### config.mk
export PLATFORM = sky130hd
export DESIGN_NAME = input_port_flat
export DESIGN_NICKNAME = d
export VERILOG_FILES = /design/src/rtl/input_port_if.sv /design/src/rtl/input_port.sv /design/src/flat_wrapper.sv
export SDC_FILE = /design/constraint.sdc
export NUM_CORES = 1
export LEC_CHECK = 0
export BUFFER_PORTS_ARGS = -buffer_cell sky130_fd_sc_hd__clkbuf_2
export CORE_MARGIN = 5
export CORE_UTILIZATION = 46
export CTS_BUF_LIST = sky130_fd_sc_hd__clkbuf_8
export DETAILED_ROUTE_END_ITERATION = 10
export PLACE_DENSITY_LB_ADDON = 0.25
export SYNTH_ARGS = -nofsm -noshare
export SYNTH_HDL_FRONTEND = slang
export SYNTH_SLANG_ARGS = --single-unit
### constraint.sdc
create_clock -name clk -period 2.4 [get_ports clk]
set_input_delay 0.24 -clock clk [delete_from_list [all_inputs] [get_ports clk]]
set_output_delay 0.24 -clock clk [all_outputs]
set_load 0.05 [all_outputs]
### src/rtl/input_port_if.sv
// Signal bundle between the input port and its producer/controller.
// The master drives the producer and controller inputs; the slave is the port itself.
interface input_port_if #(
  parameter int WIDTH = 8,
  parameter int DEPTH = 4
);
  localparam int CW = $clog2(DEPTH) + 1;

  logic [WIDTH-1:0] ext_data;
  logic             ext_valid;
  logic             ext_ready;
  logic             ei;
  logic [WIDTH-1:0] busout;
  logic             avail;
  logic [CW-1:0]    count;
  logic             underflow;

  modport master (
    output ext_data, ext_valid, ei,
    input  ext_ready, busout, avail, count, underflow
  );

  modport slave (
    input  ext_data, ext_valid, ei,
    output ext_ready, busout, avail, count, underflow
  );
endinterface

### src/rtl/input_port.sv
// Input port: a valid/ready byte FIFO that is drained onto the CPU bus while ei is high.
// busout is zero whenever no pop happens, so the port can be OR-muxed onto the bus.
module input_port #(
  parameter int WIDTH = 8,
  parameter int DEPTH = 4
) (
  input  logic         clk,
  input  logic         clr,
  input_port_if.slave  port
);
  localparam int AW = $clog2(DEPTH);
  localparam int CW = AW + 1;
  localparam logic [CW-1:0] FULL_CNT = CW'(DEPTH);

  logic [WIDTH-1:0] mem [DEPTH];
  logic [AW-1:0]    wptr;
  logic [AW-1:0]    rptr;
  logic [CW-1:0]    cnt;
  logic             uflow;
  logic             full;
  logic             empty;
  logic             push;
  logic             pop;

  // DEPTH is a power of two, so the natural AW-bit rollover is the modulo wrap.
  function automatic logic [AW-1:0] ptr_inc(input logic [AW-1:0] p);
    return p + AW'(1);
  endfunction

  always_comb begin
    full  = (cnt == FULL_CNT);
    empty = (cnt == '0);
    push  = port.ext_valid && !full;
    pop   = port.ei && !empty;
  end

  assign port.ext_ready = !full;
  assign port.avail     = !empty;
  assign port.count     = cnt;
  assign port.underflow = uflow;
  // No write-through: a byte pushed into an empty FIFO is not visible until the next cycle.
  assign port.busout    = pop ? mem[rptr] : '0;

  always_ff @(posedge clk) begin
    if (clr) begin
      wptr  <= '0;
      rptr  <= '0;
      cnt   <= '0;
      uflow <= 1'b0;
    end else begin
      if (push) wptr <= ptr_inc(wptr);
      if (pop)  rptr <= ptr_inc(rptr);
      case ({push, pop})
        2'b10:   cnt <= cnt + CW'(1);
        2'b01:   cnt <= cnt - CW'(1);
        default: cnt <= cnt;
      endcase
      if (port.ei && empty) uflow <= 1'b1;
    end
  end

  // Storage carries no reset; contents are don't-care after clr.
  always_ff @(posedge clk) begin
    if (push && !clr) mem[wptr] <= port.ext_data;
  end
endmodule

### src/flat_wrapper.sv
// flat-port wrapper written by rule: the top's interface ports become plain ports
module input_port_flat 
#(
  parameter int WIDTH = 8,
  parameter int DEPTH = 4
)
  (clk, clr, port_ext_data, port_ext_valid, port_ei, port_ext_ready, port_busout, port_avail, port_count, port_underflow);
  input_port_if #(.WIDTH(WIDTH), .DEPTH(DEPTH)) port_i ();
  input  logic clk;
  input  logic clr;
  input wire logic [$bits(port_i.ext_data)-1:0] port_ext_data;
  input wire logic [$bits(port_i.ext_valid)-1:0] port_ext_valid;
  input wire logic [$bits(port_i.ei)-1:0] port_ei;
  output wire logic [$bits(port_i.ext_ready)-1:0] port_ext_ready;
  output wire logic [$bits(port_i.busout)-1:0] port_busout;
  output wire logic [$bits(port_i.avail)-1:0] port_avail;
  output wire logic [$bits(port_i.count)-1:0] port_count;
  output wire logic [$bits(port_i.underflow)-1:0] port_underflow;
  assign port_i.ext_data = port_ext_data;
  assign port_i.ext_valid = port_ext_valid;
  assign port_i.ei = port_ei;
  assign port_ext_ready = port_i.ext_ready;
  assign port_busout = port_i.busout;
  assign port_avail = port_i.avail;
  assign port_count = port_i.count;
  assign port_underflow = port_i.underflow;
  input_port #(.WIDTH(WIDTH), .DEPTH(DEPTH)) u_core (.clk(clk), .clr(clr), .port(port_i));
endmodule
======== Word-level counts from Yosys, hierarchy flattened ========
Memory sizes are Yosys's and may differ from the RTL's. A register that Yosys moved wholly into a read port is not among the register bits.
Index checks and enable logic that the tools add are counted.
storage, ports and cells
  RAM bits ................................ 32
  logic and storage cells ................. 27
  output and inout port bits .............. 14
  register bits after elaboration ......... 8
  memories ................................ 1
memory list
  memory      depth  bits a word  rd ports  clocked after Yosys merged registers in  write ports  line              RTL
  u_core.mem  4      8            1         1                                        1            input_port.sv:15  logic [WIDTH-1:0] mem [DEPTH];
cells by class
  mux-type cells .......................... 6
  reduce and logical (&&, ||, !) cells .... 9
  $add $sub $neg .......................... 4
  equality and inequality tests ........... 3
operators with widths
  cell                 number
  $mux 8               1
  $pmux 3 s2           1
  $add 2x1->2 const B  2
  $logic_and 1x1->1    4
  $mux 2               2
  $add 3x1->3 const B  1
  $eq 3x3->1 const B   1
  $logic_not 1->1      3
  $logic_not 3->1      1
  $sub 3x1->3 const B  1
  $eq 2x1->1 const B   1
  $eq 2x2->1 const B   1
  $mux 1               2
  $reduce_bool 2->1    1

======== Logic depth before layout (Yosys ltp) ========
  depth after elaboration ................. 6
  mapped depth ............................ 9
  depth with buffers taken out ............ 9

======== Worst setup path before layout ========
OpenSTA, ideal clock, no wires.
  path kind ............................... reg-to-reg
  start point ............................. reg u_core.cnt[2] (netlist: u_core.port.count[2])
  end point ............................... reg u_core.cnt[2] (netlist: u_core.port.count[2])
  path slack .............................. -0.646 ns
  period minus slack after synthesis ...... 3.046 ns
  library setup time ...................... 0.071 ns
  stages on the path, launching flop included .. 10
  arrival ................................. 2.975 ns
  path through ............................ dfxtp_1 > or3b_1 > and2_4 > inv_1 > ha_1 > inv_1 > fa_1 > xor2_1 > or3_2 > a21oi_1
on the way
  cells in the longest elaborated chain, start to end .. 5
  elaborated cells between the ends (all ways) .. 12
RTL lines
  element                                          line                RTL
  from (decl)                                      input_port.sv:18    logic [CW-1:0] cnt;
  from (signal assigned)                           input_port.sv:54    2'b10: cnt <= cnt + CW'(1);
  from (signal assigned)                           input_port.sv:55    2'b01: cnt <= cnt - CW'(1);
  from (signal assigned)                           input_port.sv:56    default: cnt <= cnt;
  $eq 3x3->1 *                                     input_port.sv:31    full = (cnt == FULL_CNT);
  $logic_not 1->1 *                                n/a
  net port_ext_ready                               flat_wrapper.sv:14  output wire logic [$bits(port_i.ext_ready)-1:0] port_ext_ready;
  $logic_and 1x1->1 *                              input_port.sv:33    push = port.ext_valid && !full;
  $eq 2x1->1 or $eq 2x2->1 (tied branches)         input_port.sv:53    case ({push, pop})
  $pmux 3 s2 or $reduce_bool 2->1 (tied branches)  n/a
Mark *: on every way through the listed nets, which the timed path passes. The rest lies on a longest branch.
A chain may end at the register's enable or synchronous reset.

======== Worst setup path in the final report ========
  start point ............................. reg u_core.cnt[2] (netlist: u_core.port.count[2])
  end point ............................... reg u_core.cnt[2] (netlist: u_core.port.count[2])
on the way
  cells in the longest elaborated chain, start to end .. 5
  elaborated cells between the ends (all ways) .. 12
RTL lines
  element                                          line
  $eq 3x3->1 or $logic_not 3->1 (tied branches)    input_port.sv:31, input_port.sv:32
  $logic_not 1->1 (on tied branches)               input_port.sv:33, input_port.sv:34
  $logic_and 1x1->1 (on tied branches)             input_port.sv:33, input_port.sv:34
  $eq 2x1->1 or $eq 2x2->1 (tied branches)         input_port.sv:53
  $pmux 3 s2 or $reduce_bool 2->1 (tied branches)  n/a
Parallel ways exist; a longest one is shown, timed or not.

==> results_tabular.tex <==
\begin{tabular}{lr}
\hline
Metric & Value \\
\hline
\multicolumn{2}{l}{\textbf{Outcome}} \\
Outcome & completed \\
\multicolumn{2}{l}{\textbf{Critical path}} \\
Endpoint type of the worst setup path & flip-flop \\
Internal reg-to-reg setup slack & between 0.15 and 0.2 ns \\
Worst r2r dst & u\_core.port.count[2]\$\_SDFFE\_PP0P\_ \\
Crit-path leading delay family & simple AND/OR/NAND/NOR gates \\
Maximum net fanout on the critical path & 7 \\
Worst setup path category & flip-flop to flip-flop \\
Crit path launch type & flip-flop \\
Cell count of the worst reg-to-reg path & 9 \\
Data required, critical path & about 2.6 ns \\
Slowest cell on the critical path & sky130\_fd\_sc\_hd\_\_dfxtp\_4 \\
Cell-by-cell listing of the critical path & or3b\_4, and2\_4, inv\_4, ha\_4, inv\_2, fa\_2, xor2\_1, or3\_4, a21oi\_1 \\
Bufs and invs on worst path & 2 \\
Crit path largest cell delay & between 0.3 and 0.4 ns \\
R2r startpoint & u\_core.port.count[2]\$\_SDFFE\_PP0P\_ \\
WP data arrival & 2.46 ns \\
\multicolumn{2}{l}{\textbf{Cells and area}} \\
Share of post-route cells with drive strength above 1 & roughly 41\% \\
Antenna diode count & 0 \\
Net count, final & 160 \\
Count of filler cells inserted in the layout & 303 \\
Most common library cell in the layout ignoring fill and taps & sky130\_fd\_sc\_hd\_\_edfxtp\_1 \\
Commonest cells after routing, fill and taps aside & sky130\_fd\_sc\_hd\_\_edfxtp\_1, sky130\_fd\_sc\_hd\_\_clkbuf\_2, sky130\_fd\_sc\_hd\_\_nor2\_1 \\
P\&R area growth vs syn & 19.7\% \\
\multicolumn{2}{l}{\textbf{Die}} \\
Die height & around 71 µm \\
Width of the die & between 70 and 80 µm \\
Ports & 26 \\
Floorplan row count & 22 \\
Area of the die & 5080 µm² \\
Effective utilization at floorplan & $\sim$47\% \\
Core ar. & between 3000 and 4000 µm² \\
\multicolumn{2}{l}{\textbf{Synth}} \\
Register area share after synthesis & roughly two thirds \\
Netlist cell types & 24 \\
Synthesized instance count & between 100 and 150 \\
Cell Area, Synth & $\sim$1700 µm² \\
Average size of a mapped cell & roughly 16 µm² \\
Syn nets & around 120 \\
Synthesis warning total & 0 \\
Yosys reg bits & 42 \\
\multicolumn{2}{l}{\textbf{Clocking}} \\
Worst-Skew Late Latency & slightly below 0.3 ns \\
Num CTS Buffers & 5 \\
Hold Buf Count CTS & 0 \\
Number of post-CTS setup repair buffers & 0 \\
Count of instances resized after the clock tree is built & 0 \\
Deepest level of the CTS H-tree & 2 \\
Clock transition time at the flip-flop clock pins of the worst setup and hold paths & 0.08 ns \\
TritonCTS Sinks & 42 \\
TritonCTS clock tree & done \\
Maximum buffer depth of the clock tree & 2 \\
CTS Root Buffer Type & sky130\_fd\_sc\_hd\_\_clkbuf\_8 \\
\multicolumn{2}{l}{\textbf{Placed design}} \\
Number of buffers inserted by port buffering & 25 \\
Gpl congestion & around 0.76 \\
Half-perimeter wire length after placement & between 2000 and 2500 µm \\
Worst slack at placement & roughly 0.18 ns \\
\multicolumn{2}{l}{\textbf{Min path}} \\
Hold depth & 1 \\
Hold worst-path end & u\_core.mem[3][4]\$\_DFFE\_PP\_ \\
Type of the most critical hold path & input pin to flip-flop \\
Startpoint of the worst hold path & port\_ext\_data[4] \\
\multicolumn{2}{l}{\textbf{STA}} \\
Setup TNS & 0 ns \\
Clock Skews & between 0.003 and 0.004 ns \\
Min setup slack post-route & roughly 0.16 ns \\
Number of hold violations in the final report & 0 \\
Final max-slew violation count & 0 \\
Maximum frequency from static timing analysis & between 0.4 and 0.5 GHz \\
Fraction of the cycle the final worst path needs & between 90\% and 100\% \\
Worst Max-Slew Pin Slew & 0.397 ns \\
Crit path time final & around 2.2 ns \\
Rel. slew slack & between 70\% and 80\% \\
RSZ-0062 raised after global routing & no \\
Setup-failing EPs final & 0 \\
\multicolumn{2}{l}{\textbf{Drt}} \\
Overall routed net length & $\sim$3000 µm \\
DRT Pass-1 Iters & 2 \\
Via count of the routed design & 970 \\
Count of nets left with antenna violations after detail routing & 0 \\
Total DRC errors in the routed layout & 0 \\
Initial drt markers & 31 \\
Drt wl/cell & $\sim$15 µm \\
Via-per-instance ratio & between 5 and 6 \\
\multicolumn{2}{l}{\textbf{GRT}} \\
First-pass GRT wire length & 4850 µm \\
Initial antenna violation count & 0 \\
Total congestion overflow & 0 \\
Number of global-route vias before repair & around 1000 \\
Maximum number of pins on one net before global-route repair & 16 \\
Overall fraction of global-route tracks in use & roughly an eighth \\
\multicolumn{2}{l}{\textbf{Power}} \\
Cell internal power dissipation & 1.41 mW \\
Proportion of power drawn by flip-flops and latches & 41.2\% \\
Power per Cell Area & between 1000 and 1500 nW/µm² \\
Switching power total & between 800 and 900 µW \\
Share of power burned in combinational logic & between 30\% and 40\% \\
Maximum ir drop on the vdd rail & about 0.93 mV \\
Static power due to leakage & approximately 0.78 nW \\
Share of power burned in the clock network & between 10\% and 20\% \\
Switching part of the total power & between 30\% and 40\% \\
\multicolumn{2}{l}{\textbf{Flow run}} \\
\# Max-Cap Violations & 0 \\
\hline
\end{tabular}
[final cells by class]
cell class	instances	area, µm²	area share (%)
multi-input combinational	53	546	26.4
clock buffer	5	68.8	3.33
sequential	42	1170	56.4
inverter	8	32.5	1.57
tap	48	60.1	2.90
clock inverter	3	16.3	0.786
timing repair buffer	32	178	8.59
[per-layer routing]
layer | track usage [%] | part of all wire (%)
met3 | 5.19 | 5.7
met4 | 5.64 | 1.3
met5 | 0 | 0
met2 | 22.1 | 54
met1 | 14.2 | 39
[Yosys cell counts]
cell | instances | area share, %
sky130_fd_sc_hd__mux2i_1 | 1 | 0.58
sky130_fd_sc_hd__o21ai_0 | 1 | 0.29
sky130_fd_sc_hd__mux4_2 | 8 | 10
sky130_fd_sc_hd__xor2_1 | 4 | 2.0
sky130_fd_sc_hd__nor2b_1 | 5 | 1.8
sky130_fd_sc_hd__o311ai_0 | 1 | 0.51
sky130_fd_sc_hd__nor3_1 | 1 | 0.29
sky130_fd_sc_hd__and2_4 | 1 | 0.51
sky130_fd_sc_hd__dfxtp_1 | 10 | 12
sky130_fd_sc_hd__nor2_1 | 9 | 2.0
sky130_fd_sc_hd__nor3b_1 | 4 | 1.7
sky130_fd_sc_hd__o31ai_2 | 1 | 0.72
sky130_fd_sc_hd__clkbuf_1 | 2 | 0.43
sky130_fd_sc_hd__or3_2 | 1 | 0.43
sky130_fd_sc_hd__mux2_4 | 1 | 0.87
sky130_fd_sc_hd__nand2b_1 | 2 | 0.72
sky130_fd_sc_hd__and2b_1 | 3 | 1.3
sky130_fd_sc_hd__or3b_1 | 1 | 0.51
sky130_fd_sc_hd__buf_2 | 1 | 0.29
sky130_fd_sc_hd__a21oi_1 | 3 | 0.87
sky130_fd_sc_hd__inv_1 | 8 | 1.7
sky130_fd_sc_hd__edfxtp_1 | 32 | 56
sky130_fd_sc_hd__ha_1 | 5 | 3.6
sky130_fd_sc_hd__fa_1 | 1 | 1.2
[flip-flops by register name, indices dropped and copies added (netlist names), named ones only]
signal                 cells
u_core.wptr                2
u_core.port.underflow      1
u_core.mem                32
u_core.port.count          3
u_core.rptr                2
[stage by stage]
| step | utilization (%) | hold WS [ns] | instance area, µm² | power [mW] | cells |
|---|---|---|---|---|---|
| 6_report | 56.5 | 0.164 | 2070 | 2.29 | 191 |
| 2_1_floorplan | - | 0.339 | 1760 | 1.65 | 106 |
| 5_1_grt | 56.5 | 0.143 | 2070 | 2.43 | 191 |
| 3_5_place_dp | 54.2 | 0.463 | 1980 | 1.89 | 183 |
| 3_3_place_gp | 54.2 | 0.454 | 1980 | 1.86 | 183 |
| 4_1_cts | 56.5 | 0.153 | 2070 | 2.32 | 191 |
[kinds of logic (layout without fill, tap and decap cells)]
kind of cell	after synthesis	after routing	share of synthesized area, %
compound gates	6	6	2.39
xor+xnor	4	4	2.03
fa+ha+maj	6	6	4.78
buf+inv	11	48	2.46
flops	42	42	67.2
mux	10	10	11.9
simple gates	27	27	9.27
[worst max-delay path by stage]
stage / from / to / slack [ns] / depth (start not counted)
finish: u_core.port.count[2]$_SDFFE_PP0P_ / u_core.port.count[2]$_SDFFE_PP0P_ / 0.16 / 9
global placement: u_core.port.count[2]$_SDFFE_PP0P_ / u_core.port.count[2]$_SDFFE_PP0P_ / 0.23 / 9
detailed placement: u_core.port.count[2]$_SDFFE_PP0P_ / u_core.port.count[2]$_SDFFE_PP0P_ / 0.18 / 9
CTS: u_core.port.count[2]$_SDFFE_PP0P_ / u_core.port.count[2]$_SDFFE_PP0P_ / 0.14 / 9
global route: u_core.port.count[1]$_SDFFE_PP0P_ / u_core.port.count[2]$_SDFFE_PP0P_ / 0.07 / 9
floorplan: u_core.port.count[2]$_SDFFE_PP0P_ / u_core.port.count[2]$_SDFFE_PP0P_ / 0.02 / 9
[power groups by stage]
stage / Clock, mW / Combinational, mW / Sequential [mW]
floorplan: 0 / 0.626 / 1.03
global placement: 0 / 0.911 / 0.953
detailed placement: 0 / 0.929 / 0.959
CTS: 0.444 / 0.931 / 0.944
global route: 0.484 / 0.992 / 0.956
finish: 0.430 / 0.913 / 0.943
Note: power is estimated with default switching activity, not from simulation.
